[src/rtl/i2c_master_ctrl.sv]
// Byte-level I2C master: single-register write and read transactions on open-drain SCL/SDA.
// Optional clock stretching in the q2 phase when I2C_MASTER_CLK_STRETCH_EN is defined.
module i2c_master_ctrl #(
   parameter int unsigned CLK_DIV  = 125,
   parameter logic [6:0]  DEV_ADDR = 7'h50
) (
   input  logic       clk,
   input  logic       rst,
   input  logic       cmd_valid,
   output logic       cmd_ready,
   input  logic       cmd_rw,
   input  logic [7:0] cmd_addr,
   input  logic [7:0] cmd_wdata,
   output logic [7:0] rd_data,
   output logic       rd_valid,
   output logic       ack_err,
   output logic       busy,
   output logic       scl_oe,
   output logic       sda_oe,
   input  logic       scl_i,
   input  logic       sda_i
);

   localparam int unsigned CW = (CLK_DIV > 1) ? $clog2(CLK_DIV) : 1;

   typedef enum logic [2:0] {
      S_IDLE, S_START, S_TX_BYTE, S_RX_ACK, S_RESTART, S_RX_BYTE, S_TX_NACK, S_STOP
   } state_e;

   state_e        state_q, state_d;
   logic [CW-1:0] cnt_q, cnt_d;
   logic [1:0]    ph_q, ph_d;
   logic [2:0]    bit_q, bit_d;
   logic [1:0]    idx_q, idx_d;
   logic          rw_q, rw_d;
   logic [7:0]    addr_q, addr_d, wdata_q, wdata_d;
   logic [7:0]    tx_q, tx_d, rx_q, rx_d;
   logic          ack_q, ack_d;
   logic [7:0]    rd_data_q, rd_data_d;
   logic          rd_valid_q, rd_valid_d, ack_err_q, ack_err_d;
   logic          busy_q, busy_d, ready_q, ready_d;
   logic          scl_oe_q, scl_oe_d, sda_oe_q, sda_oe_d;
   logic          stall, q_end, u_end, samp;

`ifdef I2C_MASTER_CLK_STRETCH_EN
   // Target holding SCL low while we have released it freezes the high phase.
   assign stall = (ph_q == 2'd2) && !scl_oe_q && !scl_i;
`else
   logic unused_scl;
   assign unused_scl = scl_i;
   assign stall      = 1'b0;
`endif

   assign q_end = (cnt_q == CW'(CLK_DIV - 1)) && !stall;
   assign u_end = q_end && (ph_q == 2'd3);
   assign samp  = q_end && (ph_q == 2'd2);

   always_ff @(posedge clk) begin
      if (rst) begin
         state_q    <= S_IDLE;
         cnt_q      <= '0;
         ph_q       <= 2'd0;
         bit_q      <= 3'd0;
         idx_q      <= 2'd0;
         rw_q       <= 1'b0;
         addr_q     <= 8'h00;
         wdata_q    <= 8'h00;
         tx_q       <= 8'h00;
         rx_q       <= 8'h00;
         ack_q      <= 1'b0;
         rd_data_q  <= 8'h00;
         rd_valid_q <= 1'b0;
         ack_err_q  <= 1'b0;
         busy_q     <= 1'b0;
         ready_q    <= 1'b1;
         scl_oe_q   <= 1'b0;
         sda_oe_q   <= 1'b0;
      end else begin
         state_q    <= state_d;
         cnt_q      <= cnt_d;
         ph_q       <= ph_d;
         bit_q      <= bit_d;
         idx_q      <= idx_d;
         rw_q       <= rw_d;
         addr_q     <= addr_d;
         wdata_q    <= wdata_d;
         tx_q       <= tx_d;
         rx_q       <= rx_d;
         ack_q      <= ack_d;
         rd_data_q  <= rd_data_d;
         rd_valid_q <= rd_valid_d;
         ack_err_q  <= ack_err_d;
         busy_q     <= busy_d;
         ready_q    <= ready_d;
         scl_oe_q   <= scl_oe_d;
         sda_oe_q   <= sda_oe_d;
      end
   end

   always_comb begin
      state_d    = state_q;
      cnt_d      = cnt_q;
      ph_d       = ph_q;
      bit_d      = bit_q;
      idx_d      = idx_q;
      rw_d       = rw_q;
      addr_d     = addr_q;
      wdata_d    = wdata_q;
      tx_d       = tx_q;
      rx_d       = rx_q;
      ack_d      = ack_q;
      rd_data_d  = rd_data_q;
      rd_valid_d = 1'b0;
      ack_err_d  = 1'b0;

      // Quarter-period timebase; wraps to phase 0 at every unit boundary.
      if (state_q != S_IDLE && !stall) begin
         if (q_end) begin
            cnt_d = '0;
            ph_d  = ph_q + 2'd1;
         end else begin
            cnt_d = cnt_q + CW'(1);
         end
      end

      case (state_q)
         S_IDLE: begin
            if (cmd_valid && ready_q) begin
               state_d = S_START;
               rw_d    = cmd_rw;
               addr_d  = cmd_addr;
               wdata_d = cmd_wdata;
               idx_d   = 2'd0;
            end
         end
         S_START: begin
            if (u_end) begin
               state_d = S_TX_BYTE;
               tx_d    = {DEV_ADDR, 1'b0};
               bit_d   = 3'd0;
            end
         end
         S_TX_BYTE: begin
            if (u_end) begin
               if (bit_q == 3'd7) begin
                  state_d = S_RX_ACK;
               end else begin
                  bit_d = bit_q + 3'd1;
                  tx_d  = {tx_q[6:0], 1'b0};
               end
            end
         end
         S_RX_ACK: begin
            if (samp) ack_d = sda_i;
            if (u_end) begin
               bit_d = 3'd0;
               if (ack_q) begin
                  state_d   = S_STOP;
                  ack_err_d = 1'b1;
               end else if (idx_q == 2'd0) begin
                  state_d = S_TX_BYTE;
                  tx_d    = addr_q;
                  idx_d   = 2'd1;
               end else if (idx_q == 2'd1) begin
                  state_d = rw_q ? S_RESTART : S_TX_BYTE;
                  tx_d    = wdata_q;
                  idx_d   = 2'd2;
               end else begin
                  state_d = rw_q ? S_RX_BYTE : S_STOP;
               end
            end
         end
         S_RESTART: begin
            if (u_end) begin
               state_d = S_TX_BYTE;
               tx_d    = {DEV_ADDR, 1'b1};
               bit_d   = 3'd0;
            end
         end
         S_RX_BYTE: begin
            if (samp) rx_d = {rx_q[6:0], sda_i};
            if (u_end) begin
               if (bit_q == 3'd7) state_d = S_TX_NACK;
               else               bit_d   = bit_q + 3'd1;
            end
         end
         S_TX_NACK: begin
            if (u_end) begin
               state_d    = S_STOP;
               rd_data_d  = rx_q;
               rd_valid_d = 1'b1;
            end
         end
         S_STOP: begin
            if (u_end) state_d = S_IDLE;
         end
         default: state_d = S_IDLE;
      endcase

      busy_d  = (state_d != S_IDLE);
      ready_d = (state_d == S_IDLE);

      // Pad drive follows the upcoming state/phase so it lines up with the phase counters.
      scl_oe_d = 1'b0;
      sda_oe_d = 1'b0;
      case (state_d)
         S_START: sda_oe_d = ph_d[1];
         S_TX_BYTE, S_RX_ACK, S_RX_BYTE, S_TX_NACK: begin
            scl_oe_d = !ph_d[1];
            sda_oe_d = (state_d == S_TX_BYTE) && !tx_d[7];
         end
         S_RESTART: begin
            scl_oe_d = (ph_d == 2'd0);
            sda_oe_d = ph_d[1];
         end
         S_STOP: begin
            scl_oe_d = (ph_d == 2'd0);
            sda_oe_d = !ph_d[1];
         end
         default: ;
      endcase
   end

   assign cmd_ready = ready_q;
   assign rd_data   = rd_data_q;
   assign rd_valid  = rd_valid_q;
   assign ack_err   = ack_err_q;
   assign busy      = busy_q;
   assign scl_oe    = scl_oe_q;
   assign sda_oe    = sda_oe_q;

endmodule

[config.mk]
export PLATFORM = sky130hd
export DESIGN_NAME = i2c_master_ctrl
export DESIGN_NICKNAME = d
export VERILOG_FILES = /design/src/rtl/i2c_master_ctrl.sv
export SDC_FILE = /design/constraint.sdc
export NUM_CORES = 1
export LEC_CHECK = 0
export BUFFER_PORTS_ARGS = -buffer_cell sky130_fd_sc_hd__buf_4
export CORE_MARGIN = 2
export CORE_UTILIZATION = 33
export DETAILED_ROUTE_END_ITERATION = 8
export GPL_TIMING_DRIVEN = 1
export RECOVER_POWER = 100
export SYNTH_ARGS = -nofsm -noshare
export SYNTH_HDL_FRONTEND = slang
export SYNTH_SLANG_ARGS = --single-unit
[constraint.sdc]
create_clock -name clk -period 2 [get_ports clk]
set_clock_uncertainty 0.15 [all_clocks]
set_input_delay 0 -clock clk [delete_from_list [all_inputs] [get_ports clk]]
set_output_delay 0 -clock clk [all_outputs]
set_load 0.005 [all_outputs]
Word level (Yosys, flattened, before mapping)
Cells that the tools add are included.
Word-level totals
  bits in latches: 0
  output and inout bits: 14
  memory bits (writable): 0
  logic and storage cells: 126
  input port bits: 22
  memories kept: 0
  register bits: 65
  memory bits (read-only): 0
Operators by class
  mux-type cells: 41
  multiply operators: 0
  order comparisons: 0
  eq/ne operators: 30
  reductions and logical operators: 30
  divide/modulo/power cells: 0
  add/sub/neg operators: 3
  shift operators: 0
  bitwise gates (word level): 3
Operators with widths (count)
  $mux 8: 8
  $mux 3: 16
  $pmux 8 s4: 1
  $eq 3x3->1 const B: 9
  $pmux 3 s7: 1
  $mux 2: 8
  $ne 2x2->1 const B: 8
  $eq 3x2->1 const B: 4
  $reduce_or 2->1: 5
  $reduce_and 2->1: 4
  $reduce_and 8->1: 1
  $add 7x1->7 const B: 1
  $eq 7x7->1 const B: 1
  $mux 7: 1
  $eq 3x1->1 const B: 2
  $logic_not 3->1: 2
  $pmux 3 s2: 1
  $reduce_bool 3->1: 2
  $reduce_or 3->1: 2
  $reduce_and 5->1: 1
  $eq 2x2->1 const B: 2
  $logic_and 1x1->1: 4
  $logic_not 2->1: 2
  $ne 2x1->1 const B: 2
  other kinds (14): 19

Logic depth before layout (Yosys ltp)
  depth after elaboration: 9
  mapped depth: 9
  depth with buffers taken out: 8

Least setup slack after synthesis
OpenSTA, ideal clock, no wires.
  path kind: register to register
  start: register cnt_q[0]
  end: register sda_oe_q, in the netlist sda_oe
  cell stages (with the launch flop): 10
  data required time: 1.733 ns
  setup time: 0.117 ns
  period minus slack after synthesis: 2.087 ns
  slack: -0.087 ns
  buffers on the path: 1
  arrival time: 1.819 ns
  path through: dfxtp_1 inv_1 ha_1 nand4_2 or2_1 buf_6 a221o_1 o31ai_1 o2bb2ai_1 a32o_1
Between the ends
  word-level cells in the longest chain between the ends: 7
  elaborated cells between the ends (all ways): 29
  those cells by class: eq/ne (8); mux (15); reduce/logical (6)
RTL lines
  from (decl): line 31  | logic [CW-1:0] cnt_q, cnt_d;
  from (signal assigned): line 80  | cnt_q <= cnt_d;
  $eq 7x7->1 (*): line 54  | assign q_end = (cnt_q == CW'(CLK_DIV - 1)) && !stall;
  $logic_and 1x1->1: line 55  | assign u_end = q_end && (ph_q == 2'd3);
  $mux 3 (tied with other cells): line 195  | if (u_end) state_d = S_IDLE;
  $pmux 3 s7 or $pmux 8 s4 (tied branches): line 126  | case (state_q)
  $eq 3x2->1 (tied with other cells): line 206, 210
  $reduce_or 4->1 (tied with other cells): line 206  | case (state_d)
  $pmux 1 s3 (*): line 206
  to (signal assigned): line 96  | sda_oe_q <= sda_oe_d;
  to (decl): line 42  | logic scl_oe_q, scl_oe_d, sda_oe_q, sda_oe_d;
Every way passes the cells marked *; elsewhere a longest branch is shown, timed or not. The select of a mux whose other input is x is not followed.
A chain may end at the register's enable or synchronous reset.

Final worst setup path
  start: register ph_q[1]
  end: register sda_oe_q, in the netlist sda_oe
Between the ends
  word-level cells in the longest chain between the ends: 7
  elaborated cells between the ends (all ways): 30
  those cells by class: add/sub (1); eq/ne (8); mux (15); reduce/logical (6)
RTL lines
  from (decl): line 32  | logic [1:0] ph_q, ph_d;
  from (signal assigned): line 81  | ph_q <= ph_d;
  $eq 2x2->1: line 55
  $logic_and 1x1->1: line 55
  $mux 3 (tied with other cells): line 195
  $pmux 3 s7 or $pmux 8 s4 (tied branches): line 126
  $eq 3x2->1 (tied with other cells): line 206, 210
  $reduce_or 4->1 (tied with other cells): line 206
  $pmux 1 s3 (*): line 206
Marks and branches as above.

==> reports/qor.yml <==
regArea_sq_um: 1310
ant_nets: 0
drt-total-wl_um: 6760
cts_tree: "done"
drive_gt1_frac: 0.311
synth_flop_cell: "dfxtp_1"
start_util: 0.335
path_cells: "ha_4, nand3_2, buf_6, nor4_2, buf_4, a221o_1, nor4_4, o2bb2ai_1, a32o_1"
crit_path_start_kind: "flip-flop"
max_freq_ghz: 0.499
setup_ws_ns: -0.00265
slew_viol_final: 0
setup_tns_ns: -0.00441
insertion_delay_ns: 0.34
dieArea_sq_um: 9490
setup_viol: 2
r2r_slack_ns: -0.003
final_util: 0.476
leakage_nw: 1.63
yosysWarnings: 0
violations: "negative setup slack"
ys_seq_area_frac: 0.452
ios: 36
dieHeight_um: 97.4
rr_worst_depth: 9
clk_pin_slew_worst_paths_ns: 0.07
final_cells: 539
crit_path_max_incr_delay_ns: 0.35
hold-worst-slack_ns: 0.0135
clk_path_buf_depth: 2
critPathMaxFanout: 2
dr.pass1.iters: 4
pre_cts_slack_ns: -0.0570
synth_cell_type_count: 49
status: "complete, but fails checks"
worstReg2RegStart: "ph_q[1]"
max_cap_viol_count: 0
clock_sinks: 65
place_inst: 499
synth_edf_count: 0
vias_per_cell: 4.70
syn_area_sq_um: 2880
rows: 34
grt.overflow.total: 0
crit_required_ns: 2.08
nets: 454
hp-class: "in2reg"
port_buffers: 34
via_count: 2535
async_flop_share: 0
cts_buffers: 9
areaGrowthSynthToFinish_pct: 42.2
r2r-end: "sda_oe"
core-area_sq_um: 8590
min_path_cells: 5
synth_cells: 331
dp_hpwl_um: 4510
grt_max_degree: 59
holdPathEnd: "idx_q[1]"
finalHoldViolations: 0
die_x_um: 97.4
gp_congestion: 0.842
arrival_ns: 2.09
tightest_slew_ns: 0.608
drc: 0
multiInputGateArea_sq_um: 1600
syn_nets: 359
antenna_found_initial: 0
timing.final.crit_share: 1.00
grt.total_usage: 0.143
power_density_nw_per_um2: 647
routedWlPerCell_um: 12.5
critical_path.slowest_cell: "dfxtp_2"
endpoint_kind: "flip-flop"
relSlewSlack: 0.595
peakVddDrop_v: 0.000281
fillers: 822
min-delay-start: "cmd_valid"
htree_levels: 3
rsz0062_at_grt: "true"
synth.avg_cell_area_sq_um: 8.70
ys_seq_elements: 65
worst-setup-path-type: "reg2reg"
grt_pass1_wl_um: 11300
fin_crit_ns: 2.00
drt_iter0_markers: 77
grt_pass1_vias: 2522
cts_root_buffer: "clkbuf_8"
cp_num_buf_inv: 2
num_antenna_cells: 0
cp_top_family: "compound AO/OA/AOI/OAI gates"
-- cells in the final DEF (no fill, tap or decap), types with 3 or more instances in the layout --
cell            n
a21oi_1        39
nor3_1          6
o21ai_1         3
dfxtp_1        59
clkbuf_4       14
nand2_1        48
nor3b_1         3
xor2_1          3
nand3_1         4
nor2b_1         4
clkbuf_8       10
inv_1           4
a22oi_1         6
buf_4          64
buf_6           3
nand2b_1        5
mux2i_1        21
dlygate4sd3_1  19
xnor2_1         4
mux2_2          6
o21ai_0         4
nor3_2          3
nor2_1         41
ha_4            3
dfxtp_2         6
-- per-stage QoR --
| step | total power, mW | cell area, sq um |
|---|---|---|
| final | 2.65 | 4090 |
| after global routing | 2.77 | 4090 |
| after CTS | 2.66 | 3940 |
| after detailed placement | 1.65 | 3550 |
| after global placement | 1.64 | 3550 |
| after floorplan | 1.53 | 2880 |
-- tightest hold or removal path: cells and delay by family --
| family | cells | cell delay, ns |
|---|---|---|
| AOI/OAI and AO/OA | 2 | 0.20 |
| and+or+nand+nor | 2 | 0.18 |
| buffers and inverters | 1 | 0.08 |
-- cells by family after synthesis --
family | Yosys count | share of synthesized area
adders and majority gates | 6 | 0.0261
xor gates and xnor gates | 7 | 0.0213
AOI/OAI and AO/OA | 66 | 0.140
muxes | 27 | 0.0965
buffers and inverters | 24 | 0.0365
and+or+nand+nor | 136 | 0.228
DFF | 65 | 0.452
-- worst max-delay path by stage --
stage          slack (ns)  endpoint  depth (start not counted)     start
4_1_cts             -0.03    sda_oe                          9  cnt_q[0]
3_3_place_gp        -0.02    sda_oe                         10  cnt_q[0]
5_1_grt             -0.11    sda_oe                          9   ph_q[1]
2_1_floorplan       -0.02    sda_oe                          9  cnt_q[0]
6_report           -0.003    sda_oe                          9   ph_q[1]
3_5_place_dp        -0.06    sda_oe                          8  bit_q[0]
-- repair_timing --
item	CTS	global route
resized for setup	6	27
setup buffers	1	4
endpoints found under the hold margin	23	0
hold buffers	19	0
pin swaps	1	11
setup endpoints to repair	6	20
-- power breakdown --
| group | internal (mW) | switching, mW | total [mW] |
|---|---|---|---|
| combinational | 0.168 | 0.150 | 0.318 |
| clock | 0.484 | 0.495 | 0.979 |
| sequential | 1.33 | 0.0217 | 1.35 |
| total | 1.98 | 0.667 | 2.65 |
-- registers in the layout, indices dropped and copies added, names as in the netlist, 2 cells and up --
name,flops
addr_q,8
ph_q,2
rd_data,8
wdata_q,8
state_q,3
rx_q,8
idx_q,2
bit_q,3
tx_q,8
cnt_q,7
-- cells in the mapped netlist (2+ instances only) --
library cell  instances  share of area
nand2b_1              5          0.011
nor3b_1               5          0.013
nor2b_1               4         0.0087
o21ai_0               6          0.010
xnor2_1               4          0.012
or3_1                 3         0.0065
nand3_1               5         0.0087
nor3_1                6          0.010
dfxtp_1              65           0.45
nand2_1              48          0.063
a21oi_1              39          0.068
or2_1                 2         0.0043
buf_2                 6          0.010
inv_1                 6         0.0078
xor2_1                3         0.0091
nor2_1               41          0.053
ha_1                  6          0.026
nand3b_1              2         0.0052
clkbuf_1             10          0.013
nand4_1               2         0.0043
nor3_2                3          0.010
mux2_2                6          0.023
nor4b_1               2         0.0061
a2bb2oi_1             2         0.0061
mux2i_1              21          0.073
a22oi_1               6          0.016
-- cell type report --
cell class | count | share of cell area
Clock inverter | 4 | 0.00703
Multi-Input combinational cell | 242 | 0.392
Timing Repair Buffer | 102 | 0.208
Clock buffer | 12 | 0.0355
Sequential cell | 65 | 0.320
Tap cell | 108 | 0.0330
Inverter | 6 | 0.00550
-- routing by layer --
metal,track usage,vias to the layer above,wire length (um)
met1,0.180,1162,3240
li1,-,1331,-
met5,0,-,0
met4,0.0385,0,78
met3,0.0446,8,211
met2,0.239,34,3220
No activity file was read; power rests on OpenSTA's default activity.
